$ cat src/rtl/axi_fb_audio_read_arbiter.sv
// Shares one AXI4 read master between the HDMI line fetcher (strict priority) and four round-robin audio refill requesters.
// Latency: request to arvalid 1 cycle; R beats pass through combinationally; burst_done pulses the cycle after the rlast handshake.
// Backpressure: rready mirrors sink rd_ready during DATA; AR held stable until arready. Optional starvation guard: AUDIO_STARVE_GUARD_EN.
module axi_fb_audio_read_arbiter #(
    parameter int C_M00_AXI_ADDR_WIDTH = 32,
    parameter int C_M00_AXI_DATA_WIDTH = 64,
    parameter int C_M00_AXI_ID_WIDTH   = 1,
    parameter int N_AUD                = 4,
    parameter int STARVE_LIMIT         = 8
) (
    input  logic                                  m00_axi_aclk,
    input  logic                                  m00_axi_aresetn,
    input  logic                                  vid_req,
    input  logic [C_M00_AXI_ADDR_WIDTH-1:0]       vid_addr,
    input  logic [7:0]                            vid_len,
    output logic                                  vid_gnt,
    input  logic [N_AUD-1:0]                      aud_req,
    input  logic [N_AUD*C_M00_AXI_ADDR_WIDTH-1:0] aud_addr,
    input  logic [N_AUD*8-1:0]                    aud_len,
    output logic [N_AUD-1:0]                      aud_gnt,
    output logic [C_M00_AXI_ADDR_WIDTH-1:0]       m00_axi_araddr,
    output logic [7:0]                            m00_axi_arlen,
    output logic [2:0]                            m00_axi_arsize,
    output logic [1:0]                            m00_axi_arburst,
    output logic [C_M00_AXI_ID_WIDTH-1:0]         m00_axi_arid,
    output logic                                  m00_axi_arvalid,
    input  logic                                  m00_axi_arready,
    input  logic [C_M00_AXI_DATA_WIDTH-1:0]       m00_axi_rdata,
    input  logic [1:0]                            m00_axi_rresp,
    input  logic                                  m00_axi_rlast,
    input  logic                                  m00_axi_rvalid,
    output logic                                  m00_axi_rready,
    output logic [C_M00_AXI_DATA_WIDTH-1:0]       rd_data,
    output logic                                  rd_valid,
    output logic                                  rd_last,
    output logic [2:0]                            rd_owner,
    input  logic                                  rd_ready,
    output logic [N_AUD:0]                        burst_done,
    output logic                                  m00_axi_error,
    output logic                                  m00_axi_machine_busy
);

    localparam int AUD_W = $clog2(N_AUD);
    localparam int NOWN  = N_AUD + 1;

    typedef enum logic [1:0] {IDLE, ADDR, DATA} state_t;

    state_t                          state_q, state_d;
    logic [2:0]                      owner_q;      // 0 = video, 1..N_AUD = audio ch0..
    logic [C_M00_AXI_ADDR_WIDTH-1:0] addr_q;
    logic [7:0]                      len_q;
    logic [7:0]                      beat_cnt_q;
    logic [AUD_W-1:0]                rr_ptr_q;
    logic                            err_q;
    logic [NOWN-1:0]                 done_q;

    logic                            aud_found;
    logic [AUD_W-1:0]                aud_sel;
    logic [AUD_W-1:0]                rr_idx;
    logic                            force_aud;
    logic                            pick_vid;
    logic [2:0]                      sel_owner;
    logic [C_M00_AXI_ADDR_WIDTH-1:0] sel_addr;
    logic [7:0]                      sel_len;
    logic                            ar_hs;
    logic                            r_hs;

    assign ar_hs = (state_q == ADDR) && m00_axi_arready;
    assign r_hs  = (state_q == DATA) && m00_axi_rvalid && rd_ready;

`ifdef AUDIO_STARVE_GUARD_EN
    localparam int STARVE_W = $clog2(STARVE_LIMIT + 1);
    logic [STARVE_W-1:0] starve_cnt_q;

    // Count video grants taken while audio waits; any audio grant resets the count.
    always_ff @(posedge m00_axi_aclk) begin
        if (!m00_axi_aresetn) begin
            starve_cnt_q <= '0;
        end else if (ar_hs) begin
            if (owner_q != 3'd0) begin
                starve_cnt_q <= '0;
            end else if (|aud_req && (starve_cnt_q != STARVE_W'(STARVE_LIMIT))) begin
                starve_cnt_q <= starve_cnt_q + 1'b1;
            end
        end
    end

    assign force_aud = (starve_cnt_q == STARVE_W'(STARVE_LIMIT));
`else
    logic [31:0] unused_starve_limit;
    assign unused_starve_limit = 32'(STARVE_LIMIT);
    assign force_aud = 1'b0;
`endif

    // Round-robin search starting one past the last granted audio channel.
    always_comb begin
        aud_found = 1'b0;
        aud_sel   = rr_ptr_q;
        rr_idx    = rr_ptr_q;
        for (int i = 1; i <= N_AUD; i++) begin
            rr_idx = rr_ptr_q + AUD_W'(i);
            if (!aud_found && aud_req[rr_idx]) begin
                aud_found = 1'b1;
                aud_sel   = rr_idx;
            end
        end
    end

    assign pick_vid  = vid_req && !(force_aud && aud_found);
    assign sel_owner = pick_vid ? 3'd0 : (3'(aud_sel) + 3'd1);
    assign sel_addr  = pick_vid ? vid_addr : aud_addr[aud_sel*C_M00_AXI_ADDR_WIDTH +: C_M00_AXI_ADDR_WIDTH];
    assign sel_len   = pick_vid ? vid_len  : aud_len[aud_sel*8 +: 8];

    // State register.
    always_ff @(posedge m00_axi_aclk) begin
        if (!m00_axi_aresetn) begin
            state_q <= IDLE;
        end else begin
            state_q <= state_d;
        end
    end

    // Next-state logic plus AR/R handshake outputs.
    always_comb begin
        state_d         = state_q;
        m00_axi_arvalid = 1'b0;
        vid_gnt         = 1'b0;
        aud_gnt         = '0;
        m00_axi_rready  = 1'b0;
        rd_valid        = 1'b0;
        rd_data         = '0;
        rd_last         = 1'b0;
        rd_owner        = 3'd0;
        case (state_q)
            IDLE: begin
                if (vid_req || aud_found) begin
                    state_d = ADDR;
                end
            end
            ADDR: begin
                m00_axi_arvalid = 1'b1;
                if (m00_axi_arready) begin
                    state_d = DATA;
                    if (owner_q == 3'd0) begin
                        vid_gnt = 1'b1;
                    end else begin
                        aud_gnt = N_AUD'(1) << (owner_q - 3'd1);
                    end
                end
            end
            DATA: begin
                m00_axi_rready = rd_ready;
                rd_valid       = m00_axi_rvalid;
                rd_data        = m00_axi_rdata;
                rd_last        = m00_axi_rlast;
                rd_owner       = owner_q;
                if (r_hs && m00_axi_rlast) begin
                    state_d = IDLE;
                end
            end
            default: state_d = IDLE;
        endcase
    end

    // Burst context latch, round-robin pointer, beat counting, error detection and done pulse.
    always_ff @(posedge m00_axi_aclk) begin
        if (!m00_axi_aresetn) begin
            owner_q    <= 3'd0;
            addr_q     <= '0;
            len_q      <= 8'd0;
            beat_cnt_q <= 8'd0;
            rr_ptr_q   <= AUD_W'(N_AUD - 1);
            err_q      <= 1'b0;
            done_q     <= '0;
        end else begin
            done_q <= '0;
            if (state_q == IDLE && state_d == ADDR) begin
                owner_q    <= sel_owner;
                addr_q     <= sel_addr;
                len_q      <= sel_len;
                beat_cnt_q <= 8'd0;
            end
            if (ar_hs && owner_q != 3'd0) begin
                rr_ptr_q <= AUD_W'(owner_q - 3'd1);
            end
            if (r_hs) begin
                beat_cnt_q <= beat_cnt_q + 8'd1;
                // Bad response, early rlast, or overrun past arlen all latch the sticky flag.
                if ((m00_axi_rresp != 2'b00) ||
                    (m00_axi_rlast && beat_cnt_q != len_q) ||
                    (!m00_axi_rlast && beat_cnt_q == len_q)) begin
                    err_q <= 1'b1;
                end
                if (m00_axi_rlast) begin
                    done_q <= NOWN'(1) << owner_q;
                end
            end
        end
    end

    assign m00_axi_araddr       = addr_q;
    assign m00_axi_arlen        = len_q;
    assign m00_axi_arsize       = 3'($clog2(C_M00_AXI_DATA_WIDTH / 8));
    assign m00_axi_arburst      = 2'b01;
    assign m00_axi_arid         = '0;
    assign burst_done           = done_q;
    assign m00_axi_error        = err_q;
    assign m00_axi_machine_busy = (state_q != IDLE);

endmodule

$ cat config.mk
export PLATFORM = sky130hd
export DESIGN_NAME = axi_fb_audio_read_arbiter
export DESIGN_NICKNAME = d
export VERILOG_FILES = /design/src/rtl/axi_fb_audio_read_arbiter.sv
export SDC_FILE = /design/constraint.sdc
export NUM_CORES = 1
export LEC_CHECK = 0
export BUFFER_PORTS_ARGS = -buffer_cell sky130_fd_sc_hd__clkbuf_2
export CAP_MARGIN = 20
export CORE_AREA = 2 2 159 161
export DETAILED_ROUTE_END_ITERATION = 12
export DIE_AREA = 0 0 161 163
export GPL_ROUTABILITY_DRIVEN = 0
export PLACE_DENSITY = 0.63
export SYNTH_ARGS = -nofsm -noshare
export SYNTH_HDL_FRONTEND = slang
export SYNTH_SLANG_ARGS = --single-unit
$ cat constraint.sdc
create_clock -name m00_axi_aclk -period 4.6 [get_ports m00_axi_aclk]
set_clock_uncertainty 0.15 [all_clocks]
set_input_delay 0.46 -clock m00_axi_aclk [delete_from_list [all_inputs] [get_ports m00_axi_aclk]]
set_output_delay 0.46 -clock m00_axi_aclk [all_outputs]
set_load 0.02 [all_outputs]
==> reports/metrics.yaml <==
cts.hold.buffers_added: 0
drt_iter0_drc: 485
setup_viol: 0
synth_top_area_share: 0.215
synth_edf_count: 0
cts.sinks: 61
period_share: 0.641
grt_overflow_total: 0
finalHoldViolations: 0
synth_seq_area_share: 0.215
dp_slack_ps: 1670
path_buf_inv: 0
ys_ff_latch: 61
yosysWarnings: 0
grt_pass1_wl_mm: 41.0
synth_area_mm2: 0.00569
critical_path.startpoint_type: "flop"
hpwlAfterDp_mm: 21.4
place_area_mm2: 0.00782
io_buffers: 399
slew_headroom: 0.307
cp_top_family: "compound AO/OA/AOI/OAI gates"
path_clk_slew_ps: 60
hold_slack_ps: 248
hold_path_class: "input pin to flop"
clkLatencyLatePin_ps: 340
grt_usage: 0.204
finalSetupTns_ps: 0
num-fill-cells: 2691
initial_core_util: 0.231
rsz0062_at_grt: "false"
wl_per_cell_um: 20.3
final_net_count: 1338
drive_above_1_share: 0.422
p_total_mw: 2.22
yosys.area.top_type: "dfxtp_1"
cp_cell_sequence: "mux4_2 -> o21ai_1 -> nand2_2 -> a311oi_1"
status: "finished, final reports clean"
yosys-top-cells-area: "dfxtp_1, a311oi_1, and2_1, o31a_1, a221oi_1"
grt_max_degree: 73
drtAntennaViolNets: 0
num_io_pins: 406
syn_inst: 732
viasPerCell: 5.38
drc: 0
cts_buffer_depth: 2
dieArea_mm2: 0.0262
stdcell_area_mm2: 0.00814
async_flop_share: 0
dr_total_vias: 7463
cp-end-kind: "flop"
max_freq_mhz: 339
drv_cap: 0
ir_drop_uv: 112
max_stage_delay_ps: 660
yosys.cell_types.count: 46
dpl.cell_count: 1371
final_common_cell: "clkbuf_2"
final_util: 0.330
coreArea_mm2: 0.0247
cts_tree: "yes"
cts_max_level: 3
p_leak_nw: 3.58
grt_pass1_vias: 6962
worstMarginPinSlew_ps: 1040
worstPathRequired_ps: 4680
syn_to_final_growth_pct: 43.0
ys.flop_type: "dfxtp_1"
drt_pass1_iterations: 6
instances_no_fill: 1388
multiInputGateArea_mm2: 0.00405
n_antenna_cell: 0
fin_ws_ps: 1650
most-common-layout-cells: "clkbuf_2, a311oi_1, and2_1, dfxtp_1, o21ai_0"
cts_setup_buffers: 0
crit_arrival_ps: 3030
die_w_um: 161
path_class: "flop to flop"
cts-root-buf: "clkbuf_16"
ctsResizeCount: 0
avgSynthCellArea_um2: 7.77
finalCriticalPeriod_ps: 2950
postRouteWirelength_mm: 28.1
path_max_fanout: 41
cellPowerDensity_mw_per_mm2: 272
cts_buffers: 9
antenna_found_initial: 0
worst-r2r-setup-slack_ps: 1650
drv_slew: 0
seq_area_mm2: 0.00122
cp_slowest_cell: "nand2_2"
die_y_um: 163
row_count: 58
-- synth_stat cells (2+ instances only) --
cell type and n:
o211ai_1 2, and2_1 72, or2_2 2, o21ai_0 46
nor4b_1 2, a221oi_1 40, buf_2 9, ha_1 8
or3_1 2, o311a_1 2, xnor2_1 9, nor3_1 46
nand4_1 4, dfxtp_1 61, o31a_1 41, buf_4 6
o221a_1 2, nor2_1 10, nor2b_1 7, a311oi_1 80
clkbuf_1 90, nand2_1 12, and4_1 40, a21oi_1 9
nor3b_1 40, inv_1 8, buf_6 2, and3_1 10
a31oi_1 4, a31o_2 2, conb_1 2, nand3_1 6
nand2b_1 43
-- worst min-delay path, stage by stage --
cell      delay (ps)
clkbuf_2          80
nor3_1            40
a21oi_1          120
-- power breakdown --
part           leakage [nW]  total, mW  internal (mW)  switching [mW]
Sequential            0.503      0.646          0.593          0.0528
Clock                 0.143      0.705          0.433           0.272
Combinational          2.93      0.865          0.339           0.527
-- cells by family (layout without fill, tap and decap cells) --
logic type                 count (synthesis)  after routing  share of synthesized area
AOI/OAI and AO/OA                        234            234                      0.323
xor gates and xnor gates                  10             10                     0.0154
adders and majority gates                  8              8                     0.0176
buffers and inverters                    115            437                     0.0844
DFF                                       61             61                      0.215
muxes                                      2              2                    0.00572
other                                      2              6                    0.00132
and+or+nand+nor                          300            300                      0.338
-- worst paths after layout --
path | from | end | cells after the start
max reg2reg | rr_ptr_q[1]$_SDFFE_PN1P_ | m00_axi_araddr[10]$_SDFFE_PN0P_ | 4
min reg2reg | owner_q[2]$_SDFFE_PN0P_ | owner_q[2]$_SDFFE_PN0P_ | 2
max | rr_ptr_q[1]$_SDFFE_PN1P_ | m00_axi_araddr[10]$_SDFFE_PN0P_ | 4
min | m00_axi_rresp[0] | m00_axi_error$_SDFFE_PN0P_ | 3
-- registers in the layout, indices dropped and copies added, names as in the netlist --
name and cells:
m00_axi_error 1, m00_axi_araddr 32, rr_ptr_q 2, owner_q 3, beat_cnt_q 8, m00_axi_arlen 8, state_q 2, burst_done 5
-- final cells by class --
class / instances / area share
Multi-Input combinational cell: 560 / 0.498
Timing Repair Buffer: 413 / 0.261
Sequential cell: 61 / 0.150
Tap cell: 330 / 0.0507
Clock buffer: 12 / 0.0303
Clock inverter: 4 / 0.00584
Inverter: 8 / 0.00369
-- metal layers --
| layer | global-route usage | vias up | wire (µm) |
|---|---|---|---|
| met4 | 0.0710 | 0 | 682 |
| met3 | 0.0667 | 50 | 2860 |
| met1 | 0.235 | 3498 | 11000 |
| met2 | 0.353 | 433 | 13500 |
| met5 | 0 | - | 0 |
| li1 | - | 3482 | - |
(Power assumes the default switching activity.)
